File: src/rtl/fetch_stage.sv
// Instruction-fetch stage and IF/ID pipeline register for the multistage MIPS pipeline.
// Holds the PC, drives the instruction-memory address, latches the fetched word,
// and applies ID-stage redirects, hazard stalls and exception flushes.
module fetch_stage #(
    parameter logic [31:0] RESET_PC   = 32'h0000_3000,
    parameter logic [31:0] EXC_VECTOR = 32'h0000_4180,
    parameter logic [31:0] NOP_INSTR  = 32'h0000_0000,
    parameter logic [3:0]  EXC_ADEL   = 4'd4
) (
    input  logic        clk,
    input  logic        rst_n,
    input  logic        stall,
    input  logic        exc_flush,
    input  logic        branch_taken,
    input  logic        jump,
    input  logic        jr,
    input  logic [31:0] jr_addr,
    output logic [31:0] imem_addr,
    input  logic [31:0] imem_rdata,
    output logic [31:0] if_id_instr,
    output logic [31:0] if_id_pc4,
    output logic        if_id_valid,
    output logic [3:0]  if_id_exc,
    output logic [5:0]  opcode,
    output logic [4:0]  rs,
    output logic [4:0]  rt,
    output logic [4:0]  rd,
    output logic [4:0]  shamt,
    output logic [5:0]  funct,
    output logic [15:0] imm16
);

    logic [31:0] pc_q, pc_d;
    logic [31:0] instr_q, instr_d;
    logic [31:0] pc4_q, pc4_d;
    logic        valid_q, valid_d;
    logic [3:0]  exc_q, exc_d;

    logic [31:0] pc4;
    logic [31:0] branch_target;
    logic [31:0] jump_target;
    logic        redirect;

    // Target arithmetic; all sums wrap silently modulo 2^32.
    assign pc4           = pc_q + 32'd4;
    assign branch_target = pc4_q + {{14{instr_q[15]}}, instr_q[15:0], 2'b00};
    assign jump_target   = {pc4_q[31:28], instr_q[25:0], 2'b00};

    // Redirect requests only count when ID holds a real instruction.
    assign redirect = valid_q & (jr | jump | branch_taken);

    // Next-PC selection and IF/ID update, highest priority first.
    always_comb begin
        pc_d    = pc_q;
        instr_d = instr_q;
        pc4_d   = pc4_q;
        valid_d = valid_q;
        exc_d   = exc_q;

        if (exc_flush) begin
            pc_d    = EXC_VECTOR;
            instr_d = NOP_INSTR;
            pc4_d   = 32'd0;
            valid_d = 1'b0;
            exc_d   = 4'd0;
        end else if (stall) begin
            pc_d = pc_q;
        end else if (redirect) begin
            if (jr) begin
                pc_d = jr_addr;
            end else if (jump) begin
                pc_d = jump_target;
            end else begin
                pc_d = branch_target;
            end
            // Wrong-path fetch is squashed: no delay slot.
            instr_d = NOP_INSTR;
            pc4_d   = 32'd0;
            valid_d = 1'b0;
            exc_d   = 4'd0;
        end else begin
            pc_d    = pc4;
            pc4_d   = pc4;
            valid_d = 1'b1;
            if (pc_q[1:0] == 2'b00) begin
                instr_d = imem_rdata;
                exc_d   = 4'd0;
            end else begin
                instr_d = NOP_INSTR;
                exc_d   = EXC_ADEL;
            end
        end
    end

    // PC and IF/ID registers with synchronous active-low reset.
    always_ff @(posedge clk) begin
        if (!rst_n) begin
            pc_q    <= RESET_PC;
            instr_q <= NOP_INSTR;
            pc4_q   <= 32'd0;
            valid_q <= 1'b0;
            exc_q   <= 4'd0;
        end else begin
            pc_q    <= pc_d;
            instr_q <= instr_d;
            pc4_q   <= pc4_d;
            valid_q <= valid_d;
            exc_q   <= exc_d;
        end
    end

    assign imem_addr   = pc_q;
    assign if_id_instr = instr_q;
    assign if_id_pc4   = pc4_q;
    assign if_id_valid = valid_q;
    assign if_id_exc   = exc_q;

    // Decode fields are plain slices of the latched instruction.
    assign opcode = instr_q[31:26];
    assign rs     = instr_q[25:21];
    assign rt     = instr_q[20:16];
    assign rd     = instr_q[15:11];
    assign shamt  = instr_q[10:6];
    assign funct  = instr_q[5:0];
    assign imm16  = instr_q[15:0];

endmodule

File: config.mk
export PLATFORM = sky130hd
export DESIGN_NAME = fetch_stage
export DESIGN_NICKNAME = d
export VERILOG_FILES = /design/src/rtl/fetch_stage.sv
export SDC_FILE = /design/constraint.sdc
export NUM_CORES = 1
export LEC_CHECK = 0
export CORE_AREA = 2 2 118 120
export CTS_CLUSTER_SIZE = 10
export DETAILED_ROUTE_END_ITERATION = 7
export DIE_AREA = 0 0 120 122
export GPL_ROUTABILITY_DRIVEN = 0
export GPL_TIMING_DRIVEN = 0
export HOLD_SLACK_MARGIN = 0.12
export PLACE_DENSITY_LB_ADDON = 0.05
export SETUP_SLACK_MARGIN = 0.05
export SLEW_MARGIN = 20
export SYNTH_ARGS = -nofsm -noshare
export SYNTH_HDL_FRONTEND = slang
export SYNTH_SLANG_ARGS = --single-unit
File: constraint.sdc
create_clock -name clk -period 7.2 [get_ports clk]
set_clock_uncertainty 0.2 [all_clocks]
set_input_delay 1.44 -clock clk [delete_from_list [all_inputs] [get_ports clk]]
set_output_delay 1.44 -clock clk [all_outputs]
set_load 0.02 [all_outputs]
==> run metrics <==
Site Rows=43; CP Launch Point=jump; Post-Syn Area=about 6600 um2; Detail Placement HPWL=17900 um; final hold vios=0; worst min-delay path category=flip-flop to flip-flop; DRC=0; number of synthesized flops with an enable pin=0; post-synth top area cell=dfxtp_1; Worst VDD drop=0.100 mV; Core Region=13500 um2; vias per cell=approximately 5.8; Layout Cells excl Fill=1274; share of the synthesized area in the top cell type=0.295; Reg-to-Reg Start=if_id_instr[15]$_SDFFE_PP0N_; Seq/Total Area, Yosys=0.295; Place WS=around 2.6 ns; dpl cell area=9010 um2; final setup margin=2.84 ns; Bufs on Longest Clock Path=2; Syn. warnings=0; Die Area=14600 um2; Startpoint Class=input port; die span in x=120 um; maxcap violations=0; P_sw=408 uW; Pint=966 uW; PortBufs=213; worst path required time=7.28 ns; final hold slack=0.322 ns; Routed Antenna Nets=0; RSZ-0062 raised after global routing=no; Synth top cells by count=nor2_1, dfxtp_1, a21oi_1; Unique masters post-synth=69; P per Cell Area=148 nW/um2; Tmin final=4.36 ns; Top-Level Pins=220; root buffer cell=clkbuf_16; largest cells by area after synthesis=dfxtp_1, a21oi_1, nor2_1; # Post-CTS Setup Buffers=0; vias in the first global route=6742; cts hold-fix bufs=0; endpoints failing setup=0; via count=7425; final worst-path cycle share=0.606; Crit Path Category=input port to flip-flop; count of state elements after synthesis=98; CP Data Arrival Time=4.44 ns; Clock Latency Late Sink=0.36 ns; pin count of the biggest net entering global routing=25; cts bufs inserted=9; ys async rst share=0; drt wl/cell=18.8 um; CTS clk-pin slew, worst paths=0.07 ns; CTS tree=yes; highest clock rate=around 0.23 GHz; clk sinks=98; drt pass-1 iters=5; sw frac=0.297; power share of the clock group=0.371; Cells after DPL=1258; status=completed; Layout Utilization=0.690; Flop pwr share=0.421; gr usage total=0.323; most frequent cell after synthesis=nor2_1; LEAKAGE=roughly 3.6 nW; antenna violations before repair=0; PnR Total Power=~1.4 mW; nets=1191; Gate Count Post-Synth=863; ANT cells=0; Worst-Margin Slew=0.932 ns; Finished Cell Area=just over 9000 um2; drt initial violations=761; Layout Area Growth over Synthesis=40.2%; starting density of the core=0.492; layout cells sized above 1=0.0850; power share of the combinational group=0.208; H-tree depth=3; global-route wire length before repair=36400 um; critical path capture point type=flip-flop; Slew HR=0.378; Avg Cell Area, Syn=7.70 um2; Chip Height=122 um; final number of max-transition violations=0; DRT Wirelength=between 20000 and 25000 um; post_cts resized=0; worst hold start=if_id_exc[2]$_SDFFE_PP0N_; global route overflow=0; Most used DFF post-synth=dfxtp_1; critical path fanouts, max=10; final setup TNS=0 ns
[kinds of logic after synthesis]
family | after synthesis | synth area share
AO/OA/AOI/OAI | 278 | 0.264
XOR/XNOR | 53 | 0.0699
adder cells (fa/ha/maj) | 31 | 0.0595
buffers and inverters | 119 | 0.0972
flip-flops | 98 | 0.295
multiplexers | 12 | 0.0188
other | 1 | 0.000564
AND/OR/NAND/NOR | 271 | 0.195
[area by class of cell]
type / instances / area [um2]
repair buffers: 213 / 2130
fillers: 1224 / 4190
well taps: 180 / 225
clock inverters: 6 / 66.3
clock buffers: 10 / 239
plain buffers: 104 / 589
inverters: 15 / 56.3
multi-input cells: 648 / 4040
flip-flops and latches: 98 / 1960
[path summary, 6_finish.rpt]
check	to	slack (ns)	depth (start not counted)
worst max-delay path	if_id_instr[5]$_SDFFE_PP0N_	2.84	9
worst min-delay path	if_id_exc[2]$_SDFFE_PP0N_	0.32	2
worst max register to register	imem_addr[25]$_SDFFE_PP0N_	3.46	10
worst min register to register	if_id_exc[2]$_SDFFE_PP0N_	0.32	2
[cell usage in the layout (no fill, tap or decap), drive strengths merged, types with 4 or more instances in the layout]
cell,Yosys,final
dfxtp,98,98
nor2b,4,4
ha,30,30
clkdlybuf4s50,0,213
a31oi,10,10
a221oi,4,4
nand2,56,56
nor3,21,21
a21o,12,12
a22oi,44,44
inv,14,14
nand4,11,11
mux2i,8,8
mux2,4,4
nor3b,8,8
a211oi,10,10
o21ai,70,70
a21oi,84,84
and2,5,5
nand2b,8,8
xnor2,28,28
buf,61,61
clkbuf,43,53
nand3,20,20
and3,11,11
xor2,25,25
or3,4,4
o21a,7,7
nor2,108,108
o211ai,13,13
[sequential cells by signal, summed over array words and instances (netlist names), named ones only]
name	cells
if_id_valid	1
if_id_exc	1
if_id_instr	32
if_id_pc4	32
imem_addr	30
[routing by layer]
| layer | part of all wire | wire length, um | GRT usage |
|---|---|---|---|
| met5 | 0 | 0 | 0 |
| met1 | 0.41 | 9770 | 0.422 |
| met2 | 0.45 | 10800 | 0.511 |
| met4 | 0.032 | 764 | 0.137 |
| met3 | 0.11 | 2650 | 0.0740 |
[power by group through the flow]
| stage | Sequential [mW] | Combinational (mW) | Clock [mW] |
|---|---|---|---|
| floorplan | 0.604 | 0.134 | 0 |
| global placement | 0.591 | 0.279 | 0 |
| detailed placement | 0.591 | 0.281 | 0 |
| CTS | 0.579 | 0.283 | 0.510 |
| global route | 0.582 | 0.305 | 0.533 |
| finish | 0.579 | 0.286 | 0.509 |
[worst max-delay path, stage by stage]
cell and delay [ns]:
clkdlybuf4s50_1 0.49, or2_2 0.32, clkbuf_1 0.24, o21ai_1 0.42, nand2_1 0.38, nor3_2 0.56, buf_2 0.36, a22oi_1 0.10
nor2_1 0.12
No activity file was read; power rests on OpenSTA's default activity.
==> variant: new RTL, same flow settings <==
Change the parameter `EXC_VECTOR` from 32'h0000_4180 to 32'h00004000.
--- a/src/rtl/fetch_stage.sv
+++ b/src/rtl/fetch_stage.sv
@@ -4,5 +4,5 @@
 module fetch_stage #(
     parameter logic [31:0] RESET_PC   = 32'h0000_3000,
-    parameter logic [31:0] EXC_VECTOR = 32'h0000_4180,
+    parameter logic [31:0] EXC_VECTOR = 32'h00004000,
     parameter logic [31:0] NOP_INSTR  = 32'h0000_0000,
     parameter logic [3:0]  EXC_ADEL   = 4'd4
Formal check against the unedited RTL: not equivalent (Yosys sat finds a counterexample within 4 cycles, from zero or initial values and one cycle with rst_n low).
==> variant against the original RTL <==
Maximum frequency rose by 3.5%. Critical path type unchanged. Wire length grew 7.0%. Setup slack improved by 150 ps. Global-route usage increased by 1.9 points. Sequential cell count stayed put. Synthesized area up 1.5%. Utilization grew 1.3 points. Final area up 1.9%. Sequential share of layout area down 0.39 points. Count of clock-buffer cells in the layout increased by 2. Power up 3.9%.
==> variant: results (changes against the original RTL) <==
GRT
  • Largest net degree at the start of global routing: 26 (was 25)
  • Vias in the first global route: 6873 (was 6742)
  • Total track usage: 34.2% (was 32.3%)
  • Met1 track utilization from global routing: 44.2% (was 42.2%)
  • GR Util met2: 54.7% (was 51.1%)
  • M3 GR Usage: 6.79% (was 7.40%)
  • First-pass GRT wire length: 38600 um (was 36400 um)

Worst setup path
  • Critical path arrival: 4300 ps (was 4440 ps)
  • R2R setup slack: 3200 ps (was 3460 ps)

Clock tree
  • Post-CTS Setup Inserts: 0 (unchanged)

Placement
  • I/O Buffers: 214 (was 213)
  • Post-DP HPWL: 19100 um (was 17900 um)

Yosys
  • Post-synthesis sequential area ratio: 29.1% (was 29.5%)
  • Synth cell count leaders: nor2_1 (110), dfxtp_1 (98), a21oi_1 (87), nand2_1 (75), buf_4 (54) (was nor2_1 (106), dfxtp_1 (98), a21oi_1 (84), o21ai_0 (67), nand2_1 (56))
  • Count of cell types in the netlist: 64 (was 69)
  • Top cells by area, synth: dfxtp_1 (29%), a21oi_1 (6.5%), nor2_1 (6.1%) (was dfxtp_1 (30%), a21oi_1 (6.3%), nor2_1 (6.0%))

Status
  • Status: finished, final reports clean (unchanged)

Timing
  • Relative slew slack: 29.3% (was 37.8%)
  • Worst hold slack: 302 ps (was 322 ps)

Routing
  • Initial DRC count: 799 (was 761)
  • DRT Pass-1 Iters: 6 (was 5)
  • Wire per inst: 19.6 um (was 18.8 um)

Power and ir drop
  • P_leak: 0.00365 uW (was 0.00363 uW)

Finish
  • Layout cells sized above 1: 7.17% (was 8.50%)
  • # nets final: 1226 (was 1191)
==> variant: layout make-up <==
class	instances	area [um^2]
Multi-Input combinational cell	675	4130
Tap cell	180	225
Clock buffer	12	256
Timing Repair Buffer	215	2150
Clock inverter	4	97.6
Inverter	14	52.6
Fill cell	1191	4020
Sequential cell	98	1960
Buffer	111	619
==> variant: through the flow <==
stage / cell area, um^2 / std cells / power (uW) / worst slack, ps
finish: 9490 / 1309 / 1430 / 2980
global placement: 9120 / 1292 / 851 / 2190
global route: 9490 / 1309 / 1460 / 2840
floorplan: 6750 / 898 / 721 / 3990
detailed placement: 9130 / 1293 / 853 / 2790
CTS: 9490 / 1309 / 1420 / 3120
==> variant: how the worst max path moves through the flow <==
stage	startpoint	depth (start not counted)	end	slack (ps)
final	jr	10	if_id_instr[2]$_SDFFE_PP0N_	2980
after global routing	jr	10	if_id_instr[2]$_SDFFE_PP0N_	2840
after CTS	jr	10	if_id_instr[0]$_SDFFE_PP0N_	3120
after detailed placement	jr	10	if_id_instr[0]$_SDFFE_PP0N_	2790
after global placement	jr	9	if_id_instr[8]$_SDFFE_PP0N_	2190
after floorplan	jump	9	if_id_instr[15]$_SDFFE_PP0N_	3990
==> variant: cells by family after synthesis <==
group	Yosys count	share of synthesized area, %
buffers and inverters	125	9.96
flip-flops	98	29.1
adder cells (fa/ha/maj)	31	5.86
other	1	0.0556
multiplexers	3	0.445
AO/OA/AOI/OAI	298	28.3
AND/OR/NAND/NOR	291	20.0
XOR/XNOR	49	6.36
==> variant: critical path, cell delays in order <==
cell and delay, ps:
clkdlybuf4s50_1 460, inv_2 210, nand2_1 230, o21ai_1 220, nand2_1 310, nor3_2 530
buf_4 270, clkbuf_1 360, a22oi_1 130, nor2_1 120
==> variant: routing by layer <==
layer	vias to the layer above	wire, um
li1	3656	-
met1	3540	10200
met2	490	11600
met3	76	2660
met4	0	1190
met5	-	0
==> variant: report_power, final <==
part | total (uW) | switching, uW | internal (uW) | leakage, uW
clock | 579 | 220 | 359 | 0.000169
sequential | 575 | 20.0 | 555 | 0.000795
combinational | 273 | 153 | 120 | 0.00269
total | 1430 | 393 | 1030 | 0.00365
